File: src/rtl/mem_port_arbiter_pkg.sv
// Shared types for the memory port arbiter: FSM state encoding and the
// one-hot grant vector produced by arb_pick.
package mem_port_arbiter_pkg;

    typedef enum logic [1:0] {
        ARB_IDLE  = 2'd0,
        ARB_IC_RD = 2'd1,
        ARB_DC_RD = 2'd2,
        ARB_DC_WR = 2'd3
    } arb_state_t;

    localparam int GNT_IC    = 0;
    localparam int GNT_DC_RD = 1;
    localparam int GNT_DC_WR = 2;

    typedef logic [2:0] arb_grant_t;

    function automatic arb_state_t grant_state(input arb_grant_t grant);
        arb_state_t st;
        st = ARB_IDLE;
        if (grant[GNT_DC_WR]) begin
            st = ARB_DC_WR;
        end else if (grant[GNT_DC_RD]) begin
            st = ARB_DC_RD;
        end else if (grant[GNT_IC]) begin
            st = ARB_IC_RD;
        end
        return st;
    endfunction

endpackage

File: src/rtl/mem_port_arbiter_if.sv
// Bundle of the Icache/Dcache request paths and the memory_sync port.
// slave = arbiter view, master = caches + memory view.
interface mem_port_arbiter_if #(
    parameter int ADDR_W = 32,
    parameter int LINE_W = 128
) ();
    logic              ic_mem_read_req;
    logic [ADDR_W-1:0] ic_mem_read_addr;
    logic [LINE_W-1:0] ic_mem_read_data;
    logic              ic_mem_read_ack;

    logic              dc_mem_read_req;
    logic [ADDR_W-1:0] dc_mem_read_addr;
    logic [LINE_W-1:0] dc_mem_read_data;
    logic              dc_mem_read_ack;

    logic              dc_mem_write_req;
    logic [ADDR_W-1:0] dc_mem_write_addr;
    logic [LINE_W-1:0] dc_mem_write_data;
    logic              dc_mem_write_ack;

    logic              mem_enable;
    logic              mem_rw;
    logic [ADDR_W-1:0] mem_addr;
    logic [LINE_W-1:0] mem_data_in;
    logic [LINE_W-1:0] mem_data_out;
    logic              mem_ack;

    modport slave (
        input  ic_mem_read_req, ic_mem_read_addr,
        output ic_mem_read_data, ic_mem_read_ack,
        input  dc_mem_read_req, dc_mem_read_addr,
        output dc_mem_read_data, dc_mem_read_ack,
        input  dc_mem_write_req, dc_mem_write_addr, dc_mem_write_data,
        output dc_mem_write_ack,
        output mem_enable, mem_rw, mem_addr, mem_data_in,
        input  mem_data_out, mem_ack
    );

    modport master (
        output ic_mem_read_req, ic_mem_read_addr,
        input  ic_mem_read_data, ic_mem_read_ack,
        output dc_mem_read_req, dc_mem_read_addr,
        input  dc_mem_read_data, dc_mem_read_ack,
        output dc_mem_write_req, dc_mem_write_addr, dc_mem_write_data,
        input  dc_mem_write_ack,
        input  mem_enable, mem_rw, mem_addr, mem_data_in,
        output mem_data_out, mem_ack
    );
endinterface

File: src/rtl/mem_port_arbiter_arb_pick.sv
// Combinational request picker. Dcache write always beats Dcache read;
// I vs D is fixed D-first, or alternating when ARB_ROUND_ROBIN_EN is defined.
module arb_pick
    import mem_port_arbiter_pkg::*;
(
    input  logic       ic_req,
    input  logic       dc_rd_req,
    input  logic       dc_wr_req,
    input  logic       last_side,
    output arb_grant_t grant
);
    logic d_req;
    logic pick_d;

    assign d_req = dc_rd_req | dc_wr_req;

`ifdef ARB_ROUND_ROBIN_EN
    // On contention the side not served last time wins (last_side: 0=I, 1=D).
    assign pick_d = d_req & (~ic_req | ~last_side);
`else
    logic unused_last_side;
    assign unused_last_side = last_side;
    assign pick_d = d_req;
`endif

    always_comb begin
        grant = '0;
        if (pick_d) begin
            if (dc_wr_req) begin
                grant[GNT_DC_WR] = 1'b1;
            end else begin
                grant[GNT_DC_RD] = 1'b1;
            end
        end else if (ic_req) begin
            grant[GNT_IC] = 1'b1;
        end
    end
endmodule

File: src/rtl/mem_port_arbiter.sv
// Serialises Icache refills and Dcache refill/write-back onto one memory_sync
// port with a sticky watchdog. Optional macro: ARB_ROUND_ROBIN_EN.
module mem_port_arbiter
    import mem_port_arbiter_pkg::*;
#(
    parameter int ADDR_W  = 32,
    parameter int LINE_W  = 128,
    parameter int TIMEOUT = 1023
) (
    input  logic               clk,
    input  logic               reset,
    mem_port_arbiter_if.slave  bus,
    output logic               arb_timeout_err
);
    // state     | meaning
    // ARB_IDLE  | no transaction; requests sampled, winner registered
    // ARB_IC_RD | Icache line read in flight
    // ARB_DC_RD | Dcache line read in flight
    // ARB_DC_WR | Dcache write-back in flight

    localparam int CNT_W = (TIMEOUT < 1) ? 1 : $clog2(TIMEOUT + 1);
    localparam logic [CNT_W-1:0] CNT_MAX  = CNT_W'(TIMEOUT);
    localparam logic [CNT_W-1:0] CNT_LAST = CNT_W'(TIMEOUT - 1);

    arb_state_t        state;
    arb_state_t        state_nxt;
    arb_grant_t        grant;
    logic              idle;
    logic              grant_take;
    logic              last_side;
    logic [ADDR_W-1:0] grant_addr;
    logic [ADDR_W-1:0] mem_addr_q;
    logic [LINE_W-1:0] mem_data_q;
    logic              mem_rw_q;
    logic [CNT_W-1:0]  wd_cnt;
    logic              err_q;

    assign idle       = (state == ARB_IDLE);
    assign grant_take = idle && (grant != '0);

`ifdef ARB_ROUND_ROBIN_EN
    always_ff @(posedge clk) begin
        if (reset) begin
            last_side <= 1'b0;
        end else if (grant_take) begin
            last_side <= ~grant[GNT_IC];
        end
    end
`else
    assign last_side = 1'b0;
`endif

    arb_pick u_pick (
        .ic_req    (bus.ic_mem_read_req),
        .dc_rd_req (bus.dc_mem_read_req),
        .dc_wr_req (bus.dc_mem_write_req),
        .last_side (last_side),
        .grant     (grant)
    );

    always_ff @(posedge clk) begin
        if (reset) begin
            state <= ARB_IDLE;
        end else begin
            state <= state_nxt;
        end
    end

    always_comb begin
        state_nxt = state;
        case (state)
            ARB_IDLE: state_nxt = grant_state(grant);
            default:  if (bus.mem_ack) state_nxt = ARB_IDLE;
        endcase
    end

    always_comb begin
        grant_addr = bus.ic_mem_read_addr;
        if (grant[GNT_DC_WR]) begin
            grant_addr = bus.dc_mem_write_addr;
        end else if (grant[GNT_DC_RD]) begin
            grant_addr = bus.dc_mem_read_addr;
        end
    end

    // Transaction fields are captured once at grant and held until the next grant.
    always_ff @(posedge clk) begin
        if (reset) begin
            mem_addr_q <= '0;
            mem_data_q <= '0;
            mem_rw_q   <= 1'b0;
        end else if (grant_take) begin
            mem_addr_q <= grant_addr;
            mem_rw_q   <= grant[GNT_DC_WR];
            if (grant[GNT_DC_WR]) begin
                mem_data_q <= bus.dc_mem_write_data;
            end
        end
    end

    // err rises together with the count reaching TIMEOUT; the count then saturates.
    always_ff @(posedge clk) begin
        if (reset) begin
            wd_cnt <= '0;
            err_q  <= 1'b0;
        end else if (grant_take) begin
            wd_cnt <= '0;
        end else if (!idle && !bus.mem_ack && (wd_cnt != CNT_MAX)) begin
            wd_cnt <= wd_cnt + CNT_W'(1);
            if (wd_cnt == CNT_LAST) begin
                err_q <= 1'b1;
            end
        end
    end

    always_comb begin
        bus.mem_enable       = !idle;
        bus.mem_rw           = mem_rw_q;
        bus.mem_addr         = mem_addr_q;
        bus.mem_data_in      = mem_data_q;
        bus.ic_mem_read_ack  = bus.mem_ack && (state == ARB_IC_RD);
        bus.dc_mem_read_ack  = bus.mem_ack && (state == ARB_DC_RD);
        bus.dc_mem_write_ack = bus.mem_ack && (state == ARB_DC_WR);
        bus.ic_mem_read_data = bus.mem_data_out;
        bus.dc_mem_read_data = bus.mem_data_out;
    end

    assign arb_timeout_err = err_q;
endmodule

File: src/flat_wrapper.sv
// flat-port wrapper written by rule: the top's interface ports become plain ports
module mem_port_arbiter_flat import mem_port_arbiter_pkg::*;
#(
    parameter int ADDR_W  = 32,
    parameter int LINE_W  = 128,
    parameter int TIMEOUT = 1023
)
  (clk, reset, arb_timeout_err, bus_ic_mem_read_req, bus_ic_mem_read_addr, bus_ic_mem_read_data, bus_ic_mem_read_ack, bus_dc_mem_read_req, bus_dc_mem_read_addr, bus_dc_mem_read_data, bus_dc_mem_read_ack, bus_dc_mem_write_req, bus_dc_mem_write_addr, bus_dc_mem_write_data, bus_dc_mem_write_ack, bus_mem_enable, bus_mem_rw, bus_mem_addr, bus_mem_data_in, bus_mem_data_out, bus_mem_ack);
  mem_port_arbiter_if #(.ADDR_W(ADDR_W), .LINE_W(LINE_W)) bus_i ();
  input  logic clk;
  input  logic reset;
  output logic arb_timeout_err;
  input wire logic [$bits(bus_i.ic_mem_read_req)-1:0] bus_ic_mem_read_req;
  input wire logic [$bits(bus_i.ic_mem_read_addr)-1:0] bus_ic_mem_read_addr;
  output wire logic [$bits(bus_i.ic_mem_read_data)-1:0] bus_ic_mem_read_data;
  output wire logic [$bits(bus_i.ic_mem_read_ack)-1:0] bus_ic_mem_read_ack;
  input wire logic [$bits(bus_i.dc_mem_read_req)-1:0] bus_dc_mem_read_req;
  input wire logic [$bits(bus_i.dc_mem_read_addr)-1:0] bus_dc_mem_read_addr;
  output wire logic [$bits(bus_i.dc_mem_read_data)-1:0] bus_dc_mem_read_data;
  output wire logic [$bits(bus_i.dc_mem_read_ack)-1:0] bus_dc_mem_read_ack;
  input wire logic [$bits(bus_i.dc_mem_write_req)-1:0] bus_dc_mem_write_req;
  input wire logic [$bits(bus_i.dc_mem_write_addr)-1:0] bus_dc_mem_write_addr;
  input wire logic [$bits(bus_i.dc_mem_write_data)-1:0] bus_dc_mem_write_data;
  output wire logic [$bits(bus_i.dc_mem_write_ack)-1:0] bus_dc_mem_write_ack;
  output wire logic [$bits(bus_i.mem_enable)-1:0] bus_mem_enable;
  output wire logic [$bits(bus_i.mem_rw)-1:0] bus_mem_rw;
  output wire logic [$bits(bus_i.mem_addr)-1:0] bus_mem_addr;
  output wire logic [$bits(bus_i.mem_data_in)-1:0] bus_mem_data_in;
  input wire logic [$bits(bus_i.mem_data_out)-1:0] bus_mem_data_out;
  input wire logic [$bits(bus_i.mem_ack)-1:0] bus_mem_ack;
  assign bus_i.ic_mem_read_req = bus_ic_mem_read_req;
  assign bus_i.ic_mem_read_addr = bus_ic_mem_read_addr;
  assign bus_ic_mem_read_data = bus_i.ic_mem_read_data;
  assign bus_ic_mem_read_ack = bus_i.ic_mem_read_ack;
  assign bus_i.dc_mem_read_req = bus_dc_mem_read_req;
  assign bus_i.dc_mem_read_addr = bus_dc_mem_read_addr;
  assign bus_dc_mem_read_data = bus_i.dc_mem_read_data;
  assign bus_dc_mem_read_ack = bus_i.dc_mem_read_ack;
  assign bus_i.dc_mem_write_req = bus_dc_mem_write_req;
  assign bus_i.dc_mem_write_addr = bus_dc_mem_write_addr;
  assign bus_i.dc_mem_write_data = bus_dc_mem_write_data;
  assign bus_dc_mem_write_ack = bus_i.dc_mem_write_ack;
  assign bus_mem_enable = bus_i.mem_enable;
  assign bus_mem_rw = bus_i.mem_rw;
  assign bus_mem_addr = bus_i.mem_addr;
  assign bus_mem_data_in = bus_i.mem_data_in;
  assign bus_i.mem_data_out = bus_mem_data_out;
  assign bus_i.mem_ack = bus_mem_ack;
  mem_port_arbiter #(.ADDR_W(ADDR_W), .LINE_W(LINE_W), .TIMEOUT(TIMEOUT)) u_core (.clk(clk), .reset(reset), .bus(bus_i), .arb_timeout_err(arb_timeout_err));
endmodule
File: config.mk
export PLATFORM = sky130hd
export DESIGN_NAME = mem_port_arbiter_flat
export DESIGN_NICKNAME = d
export VERILOG_FILES = /design/src/rtl/mem_port_arbiter_pkg.sv /design/src/rtl/mem_port_arbiter_if.sv /design/src/rtl/mem_port_arbiter_arb_pick.sv /design/src/rtl/mem_port_arbiter.sv /design/src/flat_wrapper.sv
export SDC_FILE = /design/constraint.sdc
export NUM_CORES = 1
export LEC_CHECK = 0
export CORE_AREA = 2 2 308 310
export CTS_CLUSTER_DIAMETER = 120
export CTS_CLUSTER_SIZE = 28
export DETAILED_ROUTE_END_ITERATION = 6
export DIE_AREA = 0 0 310 312
export DONT_BUFFER_PORTS = 1
export GPL_TIMING_DRIVEN = 1
export HOLD_SLACK_MARGIN = 0.03
export PLACE_DENSITY = 0.3
export SLEW_MARGIN = 5
export SYNTH_ARGS = -nofsm -noshare
export SYNTH_HDL_FRONTEND = slang
export SYNTH_HIERARCHICAL = 1
export SYNTH_SLANG_ARGS = --single-unit
export TNS_END_PERCENT = 50
File: constraint.sdc
create_clock -name clk -period 1.6 [get_ports clk]
set_input_delay 0.16 -clock clk [delete_from_list [all_inputs] [get_ports clk]]
set_output_delay 0.16 -clock clk [all_outputs]
set_load 0.05 [all_outputs]
**After elaboration in Yosys (flattened, before gate mapping)**

Cells that the tools add are included.

- Add/sub/neg operators: 1
- Equality and inequality tests: 5
- Muxes and demuxes: 12
- Bitwise operators: 2
- Reductions and logical operators: 14

Operators with widths:

| kind | number |
|---|---|
| 32-bit 2-to-1 mux | 2 |
| 10-bit by 1-bit adder with 10-bit output, second input constant | 1 |
| 10-bit equality test, second input constant | 1 |
| 2-bit 2-to-1 mux | 5 |
| 10-bit inequality test, second input constant | 1 |
| 1-bit logical AND | 6 |
| 1-bit 2-to-1 mux | 5 |
| 2-bit equality test, second input constant | 2 |
| 3-bit AND reduction | 1 |
| 3-bit nonzero test | 1 |
| 2-bit by 1-bit equality test with 1-bit output, second input constant | 1 |
| 1-bit logical NOT | 2 |
| 2-bit logical NOT | 1 |
| 2-bit AND reduction | 1 |
| 2-bit nonzero test | 1 |
| 2-bit OR reduction | 1 |
| 1-bit inverter | 1 |
| 1-bit OR | 1 |

- Flip-flop bits (word level): 174
- Bits of input ports: 358
- Output and inout bits: 422
- Logic and storage cells: 40

**Depth between registers and ports, before layout**

Gate-level depths: netlist (run 1).

- Depth in word-level cells: 6
- Gate-level depth with buffers: 8

**By module**

Netlist (run 1), hierarchy kept.

By module, submodules not included:

| module | instances | cells an instance | area an instance (um2) |
|---|---|---|---|
| mem_port_arbiter | 1 | 1,142 | 8,818.5 |
| arb_pick | 1 | 3 | 22.5 |

**Worst setup path before layout (run 1)**

No wires, ideal clock.

- Path kind: reg2reg
- Start point: register u_core.wd_cnt[0]
- End point: register u_core.wd_cnt[9]
- Data arrival time: 1,384 ps
- Required time: 1,530 ps
- Slack: 147 ps
- Stages on the path, launching flop included: 6
- Buffers on the path: 0
- Clock period less this slack: 1,453 ps
- Cells stage by stage: dfxtp_1 > ha_1 > nand4_1 > and4_1 > a31o_2 > a21oi_1

- Cells in the longest elaborated chain, start to end: 2
- Elaborated cells between the ends (all ways): 3
- Those cells by class: 1 x add/sub; 1 x eq/ne; 1 x reduce/logical

RTL lines:

| item | RTL line | source |
|---|---|---|
| from (decl) | mem_port_arbiter.sv:35 | `logic [CNT_W-1:0] wd_cnt;` |
| from (signal assigned) | mem_port_arbiter.sv:109 | `wd_cnt <= wd_cnt + CNT_W'(1);` |
| branches (longest 2 deep; another with 10-bit by 1-bit adder with 10-bit output) | n/a |  |

Several ways; the timed one is not identified.
A chain may end at the register's enable or synchronous reset.

**Final worst setup path (run 1)**

- Start point: register u_core.state[1]
- End point: register u_core.state[1]

- Cells in the longest elaborated chain, start to end: 2
- Elaborated cells between the ends (all ways): 3
- Those cells by class: 1 x mux; 2 x reduce/logical

RTL lines:

| item | RTL line | source |
|---|---|---|
| from (decl) | mem_port_arbiter.sv:25 | `arb_state_t state;` |
| from (signal assigned) | mem_port_arbiter.sv:65 | `state <= state_nxt;` |
| 2-bit logical NOT (*) | mem_port_arbiter.sv:71 | `case (state)` |
| 2-bit 2-to-1 mux / 2-bit nonzero test (equally long branches) | n/a |  |

Mark *: on every way between the ends. The rest lies on a longest branch, timed or not.

==> results.txt, run 1 <==
First-pass GRT wire length -> 42300 um
Die H -> 312 um
# setup viols final -> 0
Synth warn -> 6
Largest buffer count on any clock path -> 2
Syn Std Cell Area -> 0.00884 mm2
Synth-to-Final Area Change -> 25.1%
Overall die area -> 0.0967 mm2
CP max FO -> 5
Clock sink count -> 174
Port Buffers -> 0
Avg WL per Cell -> 13.2 um
Share of cells above drive strength 1 -> 16.9%
Worst r2r path cells -> 6
H-tree Lvls -> 4
CP bufs+invs -> 3
WP depth -> 6
Pwr Density -> 1100 mW/mm2
Largest net degree at the start of global routing -> 166
Terminus of the critical flop-to-flop path -> u_core/state[1]$_SDFFE_PP0N_
CTS Buf Count -> 17
Core Region -> 0.0930 mm2
FF+latch area -> 0.00348 mm2
Total number of vias -> 6926
Worst r2r src -> u_core/state[1]$_SDFFE_PP0N_
Gr ovfl total -> 0
GP Congestion -> 0.726
Vias in the first global route -> 6569
Critical path capture point -> u_core/state[1]$_SDFFE_PP0N_
Detailed Routing Iterations Pass 1 -> 5
Setup WS pre-CTS -> 0.0961 ns
Status -> complete, but fails checks
Max Slew Vio Count -> 0
Final net count -> 1444
CP endpoint kind -> register
DRC Markers -> 0
Worst-Margin Slew -> 0.553 ns
Fin crit period -> 1.55 ns
Drt total wl -> 31100 um
Crit. Startpoint -> u_core/state[1]$_SDFFE_PP0N_
Leak -> 3.94 nW
Cell count after synthesis -> 1144
Failing checks -> negative hold slack
Placed wire-length estimate -> 22100 um
Post-Layout Inst Area -> 0.0111 mm2
Area after DPL -> 0.00921 mm2
Maximum VDD drop -> 0.804 mV
CTS root buf -> clkbuf_16
CP max stage cell -> dlygate4sd3_1
Die extent in x -> 310 um
Clock latency on the worst-skew pair -> 0.50 ns
Max_slew headroom -> 63.1%
Detail Route Antenna Nets -> 0
Critical Path, Cell by Cell -> nor2_1, buf_4, buf_6, o21ai_0, a21oi_1, dlygate4sd3_1
Worst Path Arrival -> 1.98 ns
Synth Area per Inst -> 7.72 um2
Rows -> 112
Max Clock Skew -> 0.0137 ns
Smallest hold slack -> -0.264 ns
Footprint of the multi-input gates -> 0.00309 mm2
Starting DRT DRC Count -> 386
Worst path top cell family by delay -> buffers and inverters
# fillers -> 10838
Crit start category -> register
Synthesized Nets -> 1504
FMAX -> 647 MHz
Final hold vios -> 163
Initial Util -> 9.50%
CTS tree -> built
Setup TNS -> 0 ns
Hold WC Path Type -> in -> reg
Crit path largest cell delay -> 0.55 ns
Reg clk slew, reported paths -> 0.08 ns
Vias per cell -> 2.95
Ports -> 780
Initial antenna violation count -> 3
Reg-to-reg setup timing slack -> 0.05 ns
Critical path class -> reg -> reg
Max-cap viol count -> 0
Critical path required time -> 2.04 ns
Antenna Diode Count -> 0
PnR worst setup slack -> 0.0540 ns
GRT Total Usage -> 6.00%
Power Total -> 12.2 mW
Final Cycle Share -> 96.6%
RSZ-0062 raised after global routing -> true
==> per-layer routing <==
layer	vias to the layer above	wire (um)	global-route usage, %
met4	4	1720	4.82
met1	3134	12000	6.44
met2	367	14100	8.95
met5	-	27	0
met3	125	3160	2.88
li1	3296	-	-
==> repair_timing <==
action / 4_1_cts / 5_1_grt
pin swaps: 0 / 1
gates resized for setup: 2 / 11
setup endpoints to repair: 2 / 93
endpoints found under the hold margin: 164 / 163
gates cloned: 0 / 4
setup buffers: 2 / 4
hold buffers: 87 / 19
==> final cells by class <==
class / instances / share of cell area (%)
Timing Repair Buffer: 244 / 20.9
Inverter: 3 / 0.102
Sequential cell: 174 / 31.5
Clock inverter: 15 / 1.48
Clock buffer: 17 / 3.85
Multi-Input combinational cell: 644 / 27.9
Tap cell: 1254 / 14.2
==> per-stage QoR <==
stage | utilization [%] | hold WS (ns) | cells
floorplan | - | 0.296 | 1144
global placement | 9.90 | 0.243 | 2203
detailed placement | 9.90 | 0.250 | 2203
CTS | 11.5 | -0.345 | 2324
global route | 11.9 | -0.318 | 2351
finish | 11.9 | -0.264 | 2351
==> how the worst min path moves through the flow <==
| stage | from | endpoint | slack (ns) | cells after the start |
|---|---|---|---|---|
| after CTS | reset | u_core/bus.mem_addr[27]$_SDFFE_PP0P_ | -0.35 | 1 |
| after floorplan | bus_dc_mem_write_data[0] | u_core/bus.mem_data_in[0]$_SDFFE_PP0P_ | 0.30 | 2 |
| final | reset | u_core/bus.mem_addr[27]$_SDFFE_PP0P_ | -0.26 | 1 |
| after detailed placement | reset | u_core/bus.mem_addr[26]$_SDFFE_PP0P_ | 0.25 | 1 |
| after global placement | reset | u_core/bus.mem_addr[26]$_SDFFE_PP0P_ | 0.24 | 1 |
| after global routing | reset | u_core/bus.mem_addr[26]$_SDFFE_PP0P_ | -0.32 | 1 |
==> where the power goes <==
part	internal (mW)	switching, mW	total, mW	leakage [nW]
Combinational	0.929	1.64	2.57	2.23
Clock	2.11	2.32	4.42	0.287
Sequential	4.64	0.540	5.18	1.43
Total	7.68	4.49	12.2	3.94
==> registers in the layout, summed over array words and instances, names as in the netlist <==
| signal | flops |
|---|---|
| u_core/arb_timeout_err | 1 |
| u_core/bus.mem_data_in | 128 |
| u_core/state | 2 |
| u_core/bus.mem_rw | 1 |
| u_core/wd_cnt | 10 |
| u_core/bus.mem_addr | 32 |
==> layout by cell type (no fill, tap or decap), drive strengths merged, types with 2 or more instances in the layout <==
cell,count
o2111ai,2
xnor2,2
inv,13
a21oi,168
or3,3
and4,2
o21ai,36
mux2i,32
xor2,2
clkbuf,20
nand2,358
nor2b,2
nor3,2
dlygate4sd3,106
nand3,3
nand4,2
and3,2
and2,3
dfxtp,174
clkinv,4
nor3b,2
nand2b,3
nor2,10
ha,2
buf,135
Note: power is estimated with default switching activity, not from simulation.
==> run 2, diff against run 1 <==
--- a/config.mk
+++ b/config.mk
@@ -14,6 +14,7 @@
 export GPL_TIMING_DRIVEN = 1
 export HOLD_SLACK_MARGIN = 0.03
 export PLACE_DENSITY = 0.3
+export SETUP_SLACK_MARGIN = 0.15
 export SLEW_MARGIN = 5
 export SYNTH_ARGS = -nofsm -noshare
 export SYNTH_HDL_FRONTEND = slang
==> results.txt, run 2 (synthesis gave the netlist of run 1 again) <==
Critical path class -> reg -> reg
Fin cells -> 2390 (+1.7%)
Overall die area -> 0.0967 mm2 (unchanged)
Max Slew Vio Count -> 0 (unchanged)
Worst-Margin Slew -> 0.631 ns (+0.0781 ns)
Antenna Diode Count -> 0 (unchanged)
Gr ovfl total -> 0 (unchanged)
CTS root buf -> clkbuf_16
Detail Route Antenna Nets -> 0 (unchanged)
# setup viols final -> 0 (unchanged)
GRT Total Usage -> 6.34% (+0.34 points)
Maximum VDD drop -> 0.813 mV (+1.1%)
Vias in the first global route -> 6776 (+3.2%)
Reg-to-reg setup timing slack -> 0.003 ns (-0.05 ns)
Final net count -> 1483 (+2.7%)
DRC Markers -> 0 (unchanged)
RSZ-0062 raised after global routing -> true
Worst r2r path cells -> 8 (+2)
Final Cycle Share -> 99.8% (+3.2 points)
Largest net degree at the start of global routing -> 166 (unchanged)
Detailed Routing Iterations Pass 1 -> 6 (+1)
WHS Endpoint -> u_core/bus.mem_addr[28]$_SDFFE_PP0P_
Setup WS pre-CTS -> 0.0217 ns (-0.0743 ns)
Initial antenna violation count -> 0 (-3)
Reg clk slew, reported paths -> 0.09 ns (about the same)
Hold path startpoint -> reset
Clock latency on the worst-skew pair -> 0.50 ns (about the same)
Synth-to-Final Area Change -> 38.4%
Critical path required time -> 2.03 ns (about the same)
Final hold vios -> 94 (-42%)
Ports -> 780 (unchanged)
CP max FO -> 8 (+3)
Core Region -> 0.0930 mm2 (unchanged)
Most common cell after layout, fill and taps aside -> nand2_1
CTS Buf Count -> 17 (unchanged)
Placed wire-length estimate -> 22500 um (+1.9%)
Leak -> 4.36 nW (+11%)
Rows -> 112 (unchanged)
Vias per cell -> 3.02 (+2.6%)
Share of cells above drive strength 1 -> 28.3% (+11 points)
Cells after DPL -> 2204 (+0.045%)
Max_slew headroom -> 57.9% (-5.2 points)
Pwr Density -> 1040 mW/mm2 (-5.1%)
Power Total -> 12.8 mW (+5.0%)
Hold WC Path Type -> in -> reg
Total number of vias -> 7223 (+4.3%)
Initial Util -> 9.50% (unchanged)
Status -> complete, but fails checks
CTS tree -> built
Drt total wl -> 35800 um (+15%)
Die H -> 312 um (unchanged)
GP Congestion -> 0.718 (-1.1%)
Worst Path Arrival -> 2.03 ns (+0.05 ns)
Max-cap viol count -> 0 (unchanged)
Max Clock Skew -> 0.0136 ns (-0.000100 ns)
CP endpoint kind -> register
Worst r2r src -> u_core/state[1]$_SDFFE_PP0N_
PnR worst setup slack -> 0.00295 ns (-0.0511 ns)
Port Buffers -> 0 (unchanged)
Largest buffer count on any clock path -> 2 (unchanged)
Avg WL per Cell -> 15.0 um (+13%)
H-tree Lvls -> 4 (unchanged)
Fin crit period -> 1.60 ns (+0.0511 ns)
Largest register FFs -> 128 (unchanged)
Die extent in x -> 310 um (unchanged)
Smallest hold slack -> -0.262 ns (+0.00121 ns)
Clock sink count -> 174 (unchanged)
Hold Path Depth -> 1 (unchanged)
Crit start category -> register
Most frequent cells in the layout -> 318 x nand2_1, 170 x dfxtp_1, 123 x dlygate4sd3_1
First-pass GRT wire length -> 44200 um (+4.6%)
Terminus of the critical flop-to-flop path -> u_core/bus.mem_data_in[73]$_SDFFE_PP0P_
FMAX -> 626 MHz (-3.2%)
Failing checks -> negative hold slack
Starting DRT DRC Count -> 261 (-32%)
[run 2: cell count changes in the layout (fill, tap and decap cells not counted), sizes merged]
cell and change:
nand2 +1, clkinvlp +2, inv -4, clkinv +1, buf +9, dlygate4sd3 +17
clkbuf +13
[run 2: worst max path at each step]
stage	from	endpoint	slack, ns	depth (start not counted)
finish	u_core/state[1]$_SDFFE_PP0N_	u_core/bus.mem_data_in[73]$_SDFFE_PP0P_	0.003	8
global route	u_core/state[1]$_SDFFE_PP0N_	u_core/bus.mem_data_in[73]$_SDFFE_PP0P_	-0.1	8
CTS	u_core/state[0]$_SDFFE_PP0N_	bus_mem_enable	-0.03	5
detailed placement	u_core/state[1]$_SDFFE_PP0N_	u_core/bus.mem_data_in[4]$_SDFFE_PP0P_	0.02	7
global placement	u_core/state[1]$_SDFFE_PP0N_	u_core/bus.mem_data_in[8]$_SDFFE_PP0P_	0.05	7
floorplan	bus_dc_mem_read_req	u_core/bus.mem_addr[3]$_SDFFE_PP0P_	0.18	8
[run 2: what timing repair did]
| action | 4_1_cts | 5_1_grt |
|---|---|---|
| gates resized for setup | 35 | 143 |
| pin swaps | 3 | 41 |
| endpoints found under the setup margin | 164 | 173 |
| cloned | 1 | 18 |
| hold endpoints to repair | 174 | 166 |
| setup buffers | 6 | 6 |
| hold buffers | 92 | 31 |
[run 2: critical path, cell delays in order, from the launching register on]
cell	delay, ns
dfxtp_4	0.36
nor2_4	0.12
buf_6	0.12
buf_8	0.11
and2_4	0.20
clkbuf_16	0.21
clkbuf_16	0.18
nand2_1	0.08
a21oi_2	0.13
[run 2: where the power goes]
| group | internal, mW | leakage [nW] | switching (mW) |
|---|---|---|---|
| logic | 1.29 | 2.65 | 1.87 |
| registers | 4.64 | 1.43 | 0.592 |
| clock network | 2.11 | 0.277 | 2.27 |
| total | 8.04 | 4.36 | 4.74 |
[run 2: layout make-up]
cell class	instances	area [um2]
sequential	174	3490
multi-input combinational	645	3570
timing repair buffer	282	2990
inverter	3	16.3
clock inverter	14	144
clock buffer	18	439
fill	10750	80800
tap	1254	1570
[run 2: metrics by stage]
step / setup TNS (ns) / utilization (%) / cell area (um2)
after global placement: 0 / 9.90 / 9210
after global routing: -5.03 / 13.1 / 12200
after detailed placement: 0 / 9.90 / 9210
final: 0 / 13.1 / 12200
after CTS: -0.473 / 11.7 / 10900
after floorplan: 0 / - / 8840
[run 2: per-layer routing]
layer  share of wire [%]  wire length, um  vias up  track usage (%)
met3                 9.6             3440      133             3.11
met5                   0                0        -                0
met2                  47            16700      352             9.67
met4                 4.9             1750        0             4.90
li1                    -                -     3381                -
met1                  39            14000     3357             6.67
